## src/rtl/display_scan_ctrl.sv

```systemverilog
// Four-digit seven-segment scan controller: drives the 2x4 anode decoder and the
// segment encoder's digit value, with per-frame snapshot, blank guard and zero blanking.
module display_scan_ctrl #(
  parameter int PRESCALE     = 50000,
  parameter int BLANK_CYCLES = 1000
) (
  input  logic       Clk,
  input  logic       Reset_n,
  input  logic       En,
  input  logic       Lz_en,
  input  logic [3:0] Dig3,
  input  logic [3:0] Dig2,
  input  logic [3:0] Dig1,
  input  logic [3:0] Dig0,
  output logic       Sel1,
  output logic       Sel2,
  output logic       H,
  output logic [3:0] Digit,
  output logic       Frame_tick
);

  localparam int CW = (PRESCALE > 1) ? $clog2(PRESCALE) : 1;
  localparam logic [CW-1:0] SHOW_LAST = CW'(PRESCALE - BLANK_CYCLES - 1);
  localparam logic [CW-1:0] SLOT_LAST = CW'(PRESCALE - 1);

  typedef enum logic [1:0] {
    IDLE  = 2'd0,
    SHOW  = 2'd1,
    GUARD = 2'd2
  } state_t;

  state_t        state;
  logic [CW-1:0] cnt;
  logic [1:0]    slot;
  logic [3:0]    s3, s2, s1, s0;
  logic          lz;

  logic          slot_end;
  logic          frame_start;
  logic [1:0]    next_slot;
  logic [3:0]    next_digit;
  logic          next_h;

  // Shadow digit for slot k: k=0 is the leftmost (most significant) digit.
  function automatic logic [3:0] pick(input logic [1:0] k, input logic [3:0] a3,
                                      input logic [3:0] a2, input logic [3:0] a1,
                                      input logic [3:0] a0);
    case (k)
      2'd0:    return a3;
      2'd1:    return a2;
      2'd2:    return a1;
      default: return a0;
    endcase
  endfunction

  // A slot is blanked when it and all more-significant digits are zero;
  // the rightmost slot always lights so a value of 0 still shows "0".
  function automatic logic zero_blank(input logic [1:0] k, input logic lz_on,
                                      input logic [3:0] a3, input logic [3:0] a2,
                                      input logic [3:0] a1);
    case (k)
      2'd0:    return lz_on && (a3 == 4'd0);
      2'd1:    return lz_on && (a3 == 4'd0) && (a2 == 4'd0);
      2'd2:    return lz_on && (a3 == 4'd0) && (a2 == 4'd0) && (a1 == 4'd0);
      default: return 1'b0;
    endcase
  endfunction

  // NOTE: every signal driven here gets a default first, so no path leaves it
  // unassigned and no latch is inferred.
  always_comb begin
    slot_end    = 1'b0;
    frame_start = 1'b0;
    next_slot   = 2'd0;
    next_digit  = 4'd0;
    next_h      = 1'b0;
    slot_end    = (state == GUARD) && (cnt == SLOT_LAST);
    frame_start = En && ((state == IDLE) || (slot_end && (slot == 2'd3)));
    next_slot   = slot + 2'd1;
    if (frame_start) begin
      // A new frame shows the live inputs, which are captured on this same edge.
      next_slot  = 2'd0;
      next_digit = Dig3;
      next_h     = !zero_blank(2'd0, Lz_en, Dig3, Dig2, Dig1);
    end else begin
      next_digit = pick(next_slot, s3, s2, s1, s0);
      next_h     = !zero_blank(next_slot, lz, s3, s2, s1);
    end
  end

  // NOTE: sequential state uses non-blocking assignments only, so every register
  // samples the pre-edge value of every other register.
  always_ff @(posedge Clk or negedge Reset_n) begin
    if (!Reset_n) begin
      state      <= IDLE;
      cnt        <= '0;
      slot       <= 2'd0;
      s3         <= 4'd0;
      s2         <= 4'd0;
      s1         <= 4'd0;
      s0         <= 4'd0;
      lz         <= 1'b0;
      H          <= 1'b0;
      Digit      <= 4'd0;
      Frame_tick <= 1'b0;
    end else begin
      Frame_tick <= 1'b0;
      if (!En) begin
        state <= IDLE;
        cnt   <= '0;
        slot  <= 2'd0;
        H     <= 1'b0;
        Digit <= s3;
      end else begin
        if (frame_start) begin
          s3         <= Dig3;
          s2         <= Dig2;
          s1         <= Dig1;
          s0         <= Dig0;
          lz         <= Lz_en;
          Frame_tick <= 1'b1;
        end
        case (state)
          IDLE: begin
            state <= SHOW;
            cnt   <= '0;
            slot  <= next_slot;
            H     <= next_h;
            Digit <= next_digit;
          end
          SHOW: begin
            if (cnt == SHOW_LAST) begin
              state <= GUARD;
              H     <= 1'b0;
            end
            cnt <= cnt + CW'(1);
          end
          GUARD: begin
            if (slot_end) begin
              state <= SHOW;
              cnt   <= '0;
              slot  <= next_slot;
              H     <= next_h;
              Digit <= next_digit;
            end else begin
              cnt <= cnt + CW'(1);
            end
          end
          default: begin
            state <= IDLE;
            cnt   <= '0;
            slot  <= 2'd0;
            H     <= 1'b0;
          end
        endcase
      end
    end
  end

  assign Sel1 = slot[1];
  assign Sel2 = slot[0];

endmodule

```

## config.mk

```make
export PLATFORM = sky130hd
export DESIGN_NAME = display_scan_ctrl
export DESIGN_NICKNAME = d
export VERILOG_FILES = /design/src/rtl/display_scan_ctrl.sv
export SDC_FILE = /design/constraint.sdc
export NUM_CORES = 1
export LEC_CHECK = 0
export ABC_AREA = 1
export CORE_MARGIN = 1
export CORE_UTILIZATION = 55
export CTS_BUF_LIST = sky130_fd_sc_hd__clkbuf_16
export CTS_CLUSTER_DIAMETER = 60
export DETAILED_ROUTE_END_ITERATION = 16
export MAX_ROUTING_LAYER = met4
export PLACE_DENSITY = 0.81
export SLEW_MARGIN = 30
export SYNTH_ARGS = -nofsm -noshare
export SYNTH_HDL_FRONTEND = slang
export SYNTH_SLANG_ARGS = --single-unit
```

## constraint.sdc

```tcl
create_clock -name Clk -period 2 [get_ports Clk]
set_input_delay 0.5 -clock Clk [delete_from_list [all_inputs] [get_ports Clk]]
set_output_delay 0.5 -clock Clk [all_outputs]
set_load 0.02 [all_outputs]
```

# Yosys cells after proc, flatten, opt, wreduce, memory -nomap -nowiden
# Cells that the tools add are included.
dict set report word_totals {
  latchBits 0
  n_memories 0
  rom_bits 0
  wordCells 70
  inputBits 20
  output_inout_bits 8
  ramBits 0
  register_bits 43
}
dict set report classes {
  div_mod_pow 0
  addsub 2
  n_reduce_logical 20
  mux 26
  bitwise_logic 0
  n_shift 0
  n_lt_le_gt_ge 0
  multipliers 0
  eq_ne 11
}
# op n
set op_table {}
lappend op_table {{16-bit == test (second input constant)} 2}
lappend op_table {{16-bit two-way mux} 2}
lappend op_table {{16-bit one-hot mux with 2 select lines} 1}
lappend op_table {{16-bit by 1-bit adder with 16-bit output (second input constant)} 1}
lappend op_table {{4-bit zero test} 4}
lappend op_table {{2-bit two-way mux} 6}
lappend op_table {{4-bit two-way mux} 3}
lappend op_table {{2-bit one-hot mux with 3 select lines} 2}
lappend op_table {{4-bit one-hot mux with 3 select lines} 1}
lappend op_table {{1-bit two-way mux} 8}
lappend op_table {{4-bit one-hot mux with 2 select lines} 1}
lappend op_table {{2-bit AND reduction} 4}
lappend op_table {{1-bit logical AND} 7}
lappend op_table {{2-bit == test (second input constant)} 3}
lappend op_table {{3-bit inequality test (second input constant)} 2}
lappend op_table {{1-bit one-hot mux with 3 select lines} 2}
lappend op_table {{2-bit by 1-bit == test with 1-bit output (second input constant)} 2}
lappend op_table {{2-bit zero test} 2}
lappend op_table {{3-bit by 1-bit inequality test with 1-bit output (second input constant)} 1}
lappend op_table {{2-bit by 1-bit adder with 2-bit output (second input constant)} 1}
lappend op_table {{1-bit zero test} 2}
lappend op_table {{2-bit inequality test (second input constant)} 1}
lappend op_table {{1-bit logical OR} 1}

# Logic depth before layout (Yosys ltp)
# Gate-level depths: netlist (run 1).
dict set report logic_depth {
  depth_word 11
  depth_mapped 11
  mapped_depth_nobuf 11
}

# Worst setup path after synthesis (run 1)
# OpenSTA, ideal clock, no wires.
dict set report synth_path {
  path_kind {flip-flop to flip-flop}
  startpoint {reg state[0]}
  endpoint {reg s2[2]}
  path_buffers 1
  required_time_ns 1.884
  path_slack_ns 0.328
  period_less_slack_ns 1.672
  t_arrival_ns 1.555
  path_stages_with_launch 11
  setup_ns 0.116
  path_cell_list {dfrtp_1 > inv_1 > ha_1 > nand2_1 > nor3_2 > nand4_4 > nand2_4 > nand2_4 > buf_4 > nand2_1 > nand2_1}
}
dict set report synth_via {
  elab_chain_len 6
  elab_cells_between_ends 7
  cone_classes {eq/ne (1); reduce/logical (6)}
}
# item line
set synth_lines {}
lappend synth_lines {{start, declared} 32} ;# state_t state;
lappend synth_lines {{start signal, assigned} 95} ;# state <= IDLE;
lappend synth_lines {{start signal, assigned} 109} ;# state <= IDLE;
lappend synth_lines {{start signal, assigned} 125} ;# state <= SHOW;
lappend synth_lines {{2-bit == test} 77} ;# slot_end = (state == GUARD) && (cnt == SLOT_LAST);
lappend synth_lines {{1-bit logical AND} 77}
lappend synth_lines {{1-bit logical AND} 78} ;# frame_start = En && ((state == IDLE) || (slot_end && (slot == 2'd3)));
lappend synth_lines {{1-bit logical OR (*)} 78}
lappend synth_lines {{1-bit logical AND (*)} 78}
lappend synth_lines {{2-bit AND reduction (no source line) (*)} n/a}
lappend synth_lines {{end signal, assigned} 117} ;# s2 <= Dig2;
lappend synth_lines {{end, declared} 35} ;# logic [3:0] s3, s2, s1, s0;
# Mark *: on every way between the ends. The rest lies on a longest branch, timed or not.
# A chain may end at the register's enable or synchronous reset.

# Final worst setup path (run 1)
dict set report layout_path {
  startpoint {reg slot[0]}
  endpoint {out Sel2}
}
# item line
set layout_lines {}
lappend layout_lines {{start, declared} 34} ;# logic [1:0] slot;
lappend layout_lines {{start signal, assigned} 127} ;# slot <= next_slot;
lappend layout_lines {{start signal, assigned} 142} ;# slot <= next_slot;
lappend layout_lines {{end, declared} 16} ;# output logic Sel2,
# No word-level cell between the ends.

==> results of run 1 <==
-- synthesized netlist by cell type (2+ instances only) --
library cell / instances / share of area [%]
nand3_2: 2 / 0.79
xor2_1: 6 / 2.1
nand2_4: 2 / 0.89
o21bai_1: 2 / 0.60
nor3_1: 5 / 0.99
nand4_1: 6 / 1.5
nand2_1: 98 / 15
nand3_1: 28 / 5.6
buf_4: 2 / 0.60
or2_2: 2 / 0.50
dfrtp_1: 43 / 43
nor2_2: 2 / 0.50
ha_1: 10 / 5.0
o21ai_2: 4 / 1.4
nor2_1: 47 / 7.0
o22ai_1: 2 / 0.50
o21ai_0: 9 / 1.8
inv_1: 36 / 5.4
o21a_1: 3 / 0.89
nand2_2: 3 / 0.74
buf_6: 3 / 1.3
-- power by group through the flow --
stage          combinational (uW)  sequential [uW]  clock, uW
2_1_floorplan                 932             1380          0
3_3_place_gp                 1360             1340          0
3_5_place_dp                 1390             1350          0
4_1_cts                      1420             1340        793
5_1_grt                      1620             1370        836
6_report                     1420             1340        800
-- sequential cells by signal, indices dropped and copies added (netlist names) --
| name | count |
|---|---|
| s3 | 4 |
| Digit | 4 |
| slot | 2 |
| s1 | 4 |
| lz | 1 |
| s0 | 4 |
| Frame_tick | 1 |
| s2 | 4 |
| cnt | 16 |
| H | 1 |
| state | 2 |
-- metal layers --
metal / share of wire (%) / up-vias
met5: 0 / -
met4: 1.4 / 0
met3: 2.9 / 9
met2: 47 / 38
met1: 49 / 993
li1: - / 1097
-- cell type report --
class                   count  area [um^2]
flip-flops and latches     43         1080
clock buffers               5          125
fillers                   352         1410
well taps                  52         65.1
clock inverters             3         16.3
multi-input cells         241         1240
inverters                  38          155
repair buffers             31          295
-- metrics by stage --
stage / instance area, um^2 / instances / util, % / power, uW / hold slack, ns
3_5_place_dp: 2820 / 405 / 64.4 / 2740 / 0.467
6_report: 2980 / 413 / 67.9 / 3560 / 0.281
5_1_grt: 2980 / 413 / 67.9 / 3840 / 0.332
4_1_cts: 2960 / 413 / 67.6 / 3550 / 0.302
2_1_floorplan: 2520 / 329 / - / 2310 / 0.204
3_3_place_gp: 2820 / 405 / 64.4 / 2700 / 0.446
-- worst max path at each step --
stage                               from                 to  slack, ns  depth (start not counted)
global route         slot[0]$_DFFE_PN0P_               Sel2       0.02                          1
finish               slot[0]$_DFFE_PN0P_               Sel2       0.06                          1
detailed placement                    En  s3[2]$_DFFE_PN0P_       0.06                          5
CTS                  slot[0]$_DFFE_PN0P_               Sel2       0.07                          1
floorplan           state[0]$_DFFE_PN0P_  s2[2]$_DFFE_PN0P_       0.33                         10
global placement                      En  s3[3]$_DFFE_PN0P_       0.10                          5
-- cell families (layout without fill, tap and decap cells) --
family / after synthesis / count (layout) / share of synthesized area [%]
compound gates: 22 / 22 / 5.71
xor+xnor: 7 / 7 / 2.43
fa+ha+maj: 10 / 10 / 4.97
buf+inv: 45 / 77 / 8.14
flops: 43 / 43 / 42.7
simple gates: 202 / 202 / 36.0
==> impl_results.md, run 1 <==
- Synthesized cell area: 2520 um^2
- Routed via count: between 2000 and 2500
- Worst Path Required: 1.50 ns
- Cts bufs inserted: 5
- All-Layer GR Usage: 25.2%
- Final Worst Setup Slack: about 0.058 ns
- Largest net degree at the start of global routing: 44
- Combinational cell fraction of total power: 40.0%
- DPL Wire Length: approximately 3800 um
- Vias per cell: slightly above 5
- Crit. End Element: primary output
- Flop pwr share: 37.6%
- Top delay family on crit path: buffers and inverters
- Rows: 24
- CP max-delay cell: clkdlybuf4s50_1
- Area of the die: roughly 5000 um^2
- CTS tree: done
- Area grow syn2layout: 18.2%
- Clk pwr share: between 20 and 25%
- Vias in the first global route: a little over 2000
- CORE AREA: 4380 um^2
- Setup Crit Path Kind: flop to primary output
- Worst Reg2Reg Path Length in Cells: 9
- H-tree level count: 2
- Crit Path Max Fanout: 7
- Number of synthesized flops with an enable pin: 0
- ANT nets after route: 0
- Share of cells above drive strength 1: under 10%
- Sequential area share after synthesis: approximately 43%
- Worst-path clk slew: roughly 0.060 ns
- Hold crit path type: input port to async pin
- Final net count: around 400
- Max Freq: 515 MHz
- Worst Skew: between 0.003 and 0.004 ns
- GR Layer Usage met3: under 10%
- First DRT Iteration DRCs: 188
- CTS max path bufs: 2
- Ys flop type: dfrtp_1
- CTS resizes: 0
- Tcrit/Tclk final: 97.1%
- Clock Root Buffer: clkbuf_16
- CP max stage delay: between 0.6 and 0.7 ns
- Buf+Inv Stages, Crit Path: 1
- Unique cell type count in the Yosys netlist: 35
- Worst vdd ir: around 0.67 mV
- RSZ-0062 raised after global routing: false
- PD cells: around 1200 nW/um^2
- Sw Share: between 30 and 40%
- R2r endpoint: s3[1]$_DFFE_PN0P_
- Synth Net Count: around 360
- Commonest non-fill, non-tap cell in the layout: nand2_1
- Port Buf Inserts: 27
- WP data arrival: approximately 1.4 ns
- Commonest non-fill, non-tap cells in the layout: 98 x nand2_1, 47 x nor2_1, 43 x dfrtp_1, 36 x inv_1, 28 x nand3_1
- Critical R2R Launch: state[0]$_DFFE_PN0P_
- Net switching power: 1410 uW
- Antenna violations before repair: 0
- Pre-CTS setup slack: 0.0567 ns
- Worst Setup Start Kind: flop
- Met2 global-route usage: ~36%
- P_int: 2150 uW
- Worst rel slew slack: 64.6%
- Grt met1 use: 35.3%
- Status: completed
- P_leak: approximately 0.0014 uW
- Chip height: approximately 70 um
- Detailed Route WL: about 5400 um
- Die width: 69.7 um
- Drt pass-1 iters: 4
- Worst Tran Pin Value: ~0.53 ns
- GRT overflow: 0
- Ports: 28
- Flop-to-flop setup slack: about 0.22 ns
- Synth Area per Inst: about 7.7 um^2
- Top Usage Layer GRT: met2
- Yosys reg bits: 43
- Syn. warnings: 0
- Gate Count Post-Synth: 329
- Routability cong.: 0.907
- Clk sinks: between 40 and 50
- DRC Markers: 0
- Post CTS Setup Buffer Count: 0
- Final min period: about 2 ns
- Fin. Hold Viols: 0
- Worst-path cell chain: clkdlybuf4s50_1
- Max-slew violation count: 0
- Post-route setup TNS: 0 ns
- Antenna cells: 0
- WL/cell: roughly 13 um
- CTS Hold Buffers Added: 0
- First-pass GRT wire length: between 9000 and 10000 um
- Worst-Skew Late Latency: around 0.28 ns
- Endpoints failing setup: 0
- Post-synth ARST share: 100%
- Maxcap violations: 0
- Starting density of the core: 57.5%
Note: power is estimated with default switching activity, not from simulation.
==> run 2, diff against run 1 <==
GPL_TIMING_DRIVEN = 0   (was default)
==> impl_results.md, run 2 (synthesized netlist as in run 1, its figures left out) <==
- Fin Hold WS: 0.124 ns
- First-pass GRT wire length: around 9300 um
- Fin util: between 60 and 70%
- Worst-path clk slew: approximately 0.060 ns
- Flop-to-flop setup slack: approximately 0.16 ns
- H-tree level count: 2
- Worst Skew: approximately 0.0024 ns
- Cts bufs inserted: 5
- Clock Root Buffer: clkbuf_16
- R2r endpoint: s0[0]$_DFFE_PN0P_
- Max Freq: 518 MHz
- Area of the die: a little under 5000 um^2
- Endpoints failing setup: 0
- Setup Crit Path Kind: flop to primary output
- All-Layer GR Usage: about 24%
- Max-slew violation count: 0
- Tcrit/Tclk final: around 97%
- Worst-Skew Late Latency: 0.28 ns
- CTS max path bufs: 2
- Chip height: 69.7 um
- Area grow syn2layout: 20.1%
- Vias per cell: approximately 5.2
- Filler Cell Count: 378
- Post CTS Setup Buffer Count: 0
- CORE AREA: 4380 um^2
- Share of cells above drive strength 1: 9.32%
- CTS tree: done
- Commonest non-fill, non-tap cell in the layout: nand2_1
- Combinational cell fraction of total power: 40.9%
- Finished Layout Cells: 417
- Worst Path Required: approximately 1.5 ns
- Post-route setup TNS: 0 ns
- Vias in the first global route: around 2000
- CP max-delay cell: clkdlybuf4s50_1
- Rows: 24
- Starting density of the core: a little under three fifths
- PD cells: ~1200 nW/um^2
- P_int: 2180 uW
- Buf+Inv Stages, Crit Path: 1
- RSZ-0062 raised after global routing: false
- CTS Hold Buffers Added: 0
- CP max stage delay: approximately 0.66 ns
- Final Power: roughly 3600 uW
- Top delay family on crit path: buffers and inverters
- Ports: 28
- Worst rel slew slack: ~71%
- Post-placement cell count: ~410
- GRT overflow: 0
- Antenna cells: 0
- Critical R2R Launch: state[0]$_DFFE_PN0P_
- ANT nets after route: 0
- Net switching power: between 1000 and 1500 uW
- Clk pwr share: 21.4%
- Fin. Hold Viols: 0
- Drt pass-1 iters: 4
- Worst Setup Start Kind: flop
- Final net count: approximately 400
- Commonest non-fill, non-tap cells in the layout: 98 x nand2_1, 47 x nor2_1, 43 x dfrtp_1, 37 x inv_1, 28 x nand3_1
- Die width: approximately 70 um
- Routed via count: roughly 2200
- DRC Markers: 0
- Largest net degree at the start of global routing: 30
- Crit Path Max Fanout: 7
- Worst-path cell chain: clkdlybuf4s50_1
- Status: completed
- Port Buf Inserts: 27
- First DRT Iteration DRCs: 210
- Worst Tran Pin Value: roughly 0.43 ns
- WP data arrival: about 1.4 ns
- Maxcap violations: 0
- Sw Share: around 39%
- Max FFs per register: 16
- Antenna violations before repair: 0
- Largest Register: cnt
- DPL Wire Length: roughly 3800 um
- WL/cell: roughly 12 um
- Worst Reg2Reg Path Length in Cells: 10
- Routability cong.: ~0.93
- Hold crit path type: input port to async pin
- Detailed Route WL: 5170 um
- Clk sinks: 43
- Flop pwr share: around 38%
- CTS resizes: 0
- P_leak: roughly 0.0014 uW
- Worst vdd ir: about 0.67 mV
- Final min period: approximately 1.9 ns
- Crit. End Element: primary output
==> run 2: worst max-delay path by stage <==
stage | cells after the start | slack, ns | endpoint | startpoint
4_1_cts | 10 | 0.05 | s2[2]$_DFFE_PN0P_ | state[0]$_DFFE_PN0P_
2_1_floorplan | 10 | 0.33 | s2[2]$_DFFE_PN0P_ | state[0]$_DFFE_PN0P_
3_3_place_gp | 1 | -0.67 | Digit[1]$_DFFE_PN0P_ | Reset_n
5_1_grt | 10 | 0.01 | s1[1]$_DFFE_PN0P_ | state[0]$_DFFE_PN0P_
6_report | 1 | 0.07 | Sel2 | slot[0]$_DFFE_PN0P_
3_5_place_dp | 6 | -0.07 | Digit[2]$_DFFE_PN0P_ | En
==> run 2: per-layer routing <==
metal / global-route usage (%) / share of wire (%) / wire length [um]
met4: 5.11 / 0.81 / 42
met5: - / 0 / 0
met2: 36.0 / 45 / 2340
met3: 4.80 / 4.1 / 214
met1: 35.6 / 50 / 2580
==> run 2: through the flow <==
step                      area [um^2]  worst slack (ns)
after detailed placement         2870           -0.0697
final                            3030            0.0691
after global placement           2860            -0.669
after CTS                        3010            0.0488
after global routing             3030           0.00993
after floorplan                  2520             0.328
==> run 2: power by group through the flow <==
stage               combinational (uW)  clock [uW]  sequential (uW)
finish                            1460         760             1340
global route                      1660         814             1380
CTS                               1440         773             1340
detailed placement                1420           0             1350
global placement                  1390           0             1340
floorplan                          932           0             1380
==> run 2: area by class of cell <==
cell class              instances  area, um^2  share of cell area [%]
well taps                      52        65.1                    2.15
clock inverters                 3        11.3                   0.372
clock buffers                   5         125                    4.14
multi-input cells             241        1260                    41.6
plain buffers                   7        57.6                    1.90
inverters                      38         148                    4.88
repair buffers                 28         285                    9.43
flip-flops and latches         43        1080                    35.6
==> run 3, diff against run 2 <==
CORE_UTILIZATION = 51   (was 55)
PLACE_DENSITY = 0.79   (was 0.81)
clock period = 1.7 ns   (was 2 ns; I/O delays follow)
==> impl_results.md, run 3 (synthesized netlist as in run 1, its figures left out) <==
- Worst Tran Pin Value: approximately 0.41 ns
- Largest Register: cnt
- Commonest non-fill, non-tap cell in the layout: nand2_1
- Worst Reg2Reg Path Length in Cells: 10
- All-Layer GR Usage: approximately 22%
- Filler Cell Count: about 400
- CORE AREA: 4720 um^2
- Final non-filler cell area: between 3000 and 4000 um^2
- H-tree level count: 2
- First-pass GRT wire length: between 8000 and 9000 um
- Critical R2R Launch: cnt[0]$_DFF_PN0_
- GR Layer Usage met3: about 5.3%
- PD cells: roughly 1400 nW/um^2
- Top delay family on crit path: buffers and inverters
- DPL Wire Length: around 3800 um
- First DRT Iteration DRCs: between 150 and 200
- Fin. Hold Viols: 0
- Setup Crit Path Kind: flop to primary output
- CTS max path bufs: 2
- Worst Path Required: 1.27 ns
- Worst rel slew slack: approximately 72%
- Share of cells above drive strength 1: 14.5%
- Max-slew violation count: 0
- GRT overflow: 0
- Stages on the worst setup path: 1
- Ports: 28
- CTS tree: done
- RSZ-0062 raised after global routing: true
- Routability cong.: between 0.8 and 0.9
- Clock Root Buffer: clkbuf_16
- Top Usage Layer GRT: met2
- Buf+Inv Stages, Crit Path: 1
- Chip height: about 72 um
- Fin util: between 60% and 70%
- CP max-delay cell: clkdlybuf4s50_1
- DRC Markers: 0
- Detailed Route WL: approximately 5300 um
- Area after DPL: roughly 2900 um^2
- Antenna violations before repair: 0
- Worst Skew: around 0.0080 ns
- Area grow syn2layout: 25.5%
- Worst-path clk slew: around 0.06 ns
- Rows: 25
- Vias per cell: around 5.0
- Starting density of the core: a little over half
- Endpoints failing setup: 0
- Drt pass-1 iters: 4
- Worst-Skew Late Latency: between 0.2 and 0.3 ns
- Cts bufs inserted: 5
- R2r endpoint: Digit[0]$_DFFE_PN0P_
- WP data arrival: 1.23 ns
- Status: completed
- WL/cell: 12.0 um
- Met2 global-route usage: 34.1%
- Worst Setup Start Kind: flop
- Crit Path Max Fanout: 2
- Routed via count: 2199
- Grt met1 use: between 30 and 40%
- Maxcap violations: 0
- Max FFs per register: 16
- Largest net degree at the start of global routing: 28
- Worst-path cell chain: clkdlybuf4s50_1
- Antenna cells: 0
- P_leak: roughly 0.0015 uW
- CP max stage delay: approximately 0.60 ns
- Final min period: 1.66 ns
- CTS Hold Buffers Added: 0
- Final net count: roughly 400
- Clk sinks: 43
- Commonest non-fill, non-tap cells in the layout: 95 x nand2_1, 45 x nor2_1, 42 x dfrtp_1, 34 x inv_1, 28 x nand3_1
- Flop-to-flop setup slack: about 0.070 ns
- Area of the die: roughly 5200 um^2
- Hold crit path type: input port to async pin
- Die width: just over 70 um
- Vias in the first global route: between 2000 and 2500
- Port Buf Inserts: 27
- Final Power: 4340 uW
- Fin Hold WS: approximately 0.067 ns
- Tcrit/Tclk final: a little over nine tenths
- ANT nets after route: 0
- Max Freq: between 600 and 700 MHz
- Crit. End Element: primary output
- Worst vdd ir: ~0.81 mV
run 3: cell types whose count changed in the layout (fill, tap and decap cells not counted), moves of 3 or more:
cell / change
buf_4: +8
inv_2: +3
inv_1: -3
nand2_1: -3
run 3: worst max-delay path by stage:
stage                                      end                 start  slack [ns]
final                                 Digit[1]  Digit[1]$_DFFE_PN0P_        0.04
after global routing         cnt[10]$_DFF_PN0_      cnt[0]$_DFF_PN0_       -0.04
after CTS                     cnt[8]$_DFF_PN0_      cnt[0]$_DFF_PN0_       0.007
after detailed placement  Digit[2]$_DFFE_PN0P_                    En       -0.33
after global placement        cnt[6]$_DFF_PN0_               Reset_n       -0.93
after floorplan              s2[2]$_DFFE_PN0P_  state[0]$_DFFE_PN0P_        0.03
run 3: layout make-up:
| class | instances | area (um^2) | area share [%] |
|---|---|---|---|
| inverter | 38 | 148 | 4.67 |
| clock inverter | 1 | 3.75 | 0.119 |
| clock buffer | 5 | 125 | 3.96 |
| tap | 67 | 83.8 | 2.65 |
| timing repair buffer | 37 | 350 | 11.1 |
| sequential | 43 | 1080 | 34.1 |
| multi-input combinational | 241 | 1310 | 41.3 |
| buffer | 7 | 68.8 | 2.18 |
run 3: stage by stage:
| step | setup WS, ns | cells | TNS (ns) |
|---|---|---|---|
| final | 0.0449 | 439 | 0 |
| after global routing | -0.0353 | 439 | -0.149 |
| after CTS | 0.00720 | 434 | 0 |
| after detailed placement | -0.334 | 424 | -9.24 |
| after global placement | -0.932 | 423 | -48.24 |
| after floorplan | 0.0282 | 329 | 0 |
run 3: per-layer routing:
layer	wire length, um	vias to the layer above	share of wire, %
met4	57	0	1.1
met1	2550	1010	48
met5	0	-	0
met2	2390	58	45
li1	-	1124	-
met3	265	7	5.0
run 3: timing repair:
action	CTS	global route
endpoints found under the setup margin	27	38
pin swaps	4	8
buffers inserted	4	5
gates resized for setup	13	11
run 3: power by group:
group,internal (uW),total (uW),switching (uW)
clock network,522,884,362
logic,796,1880,1080
registers,1340,1580,235
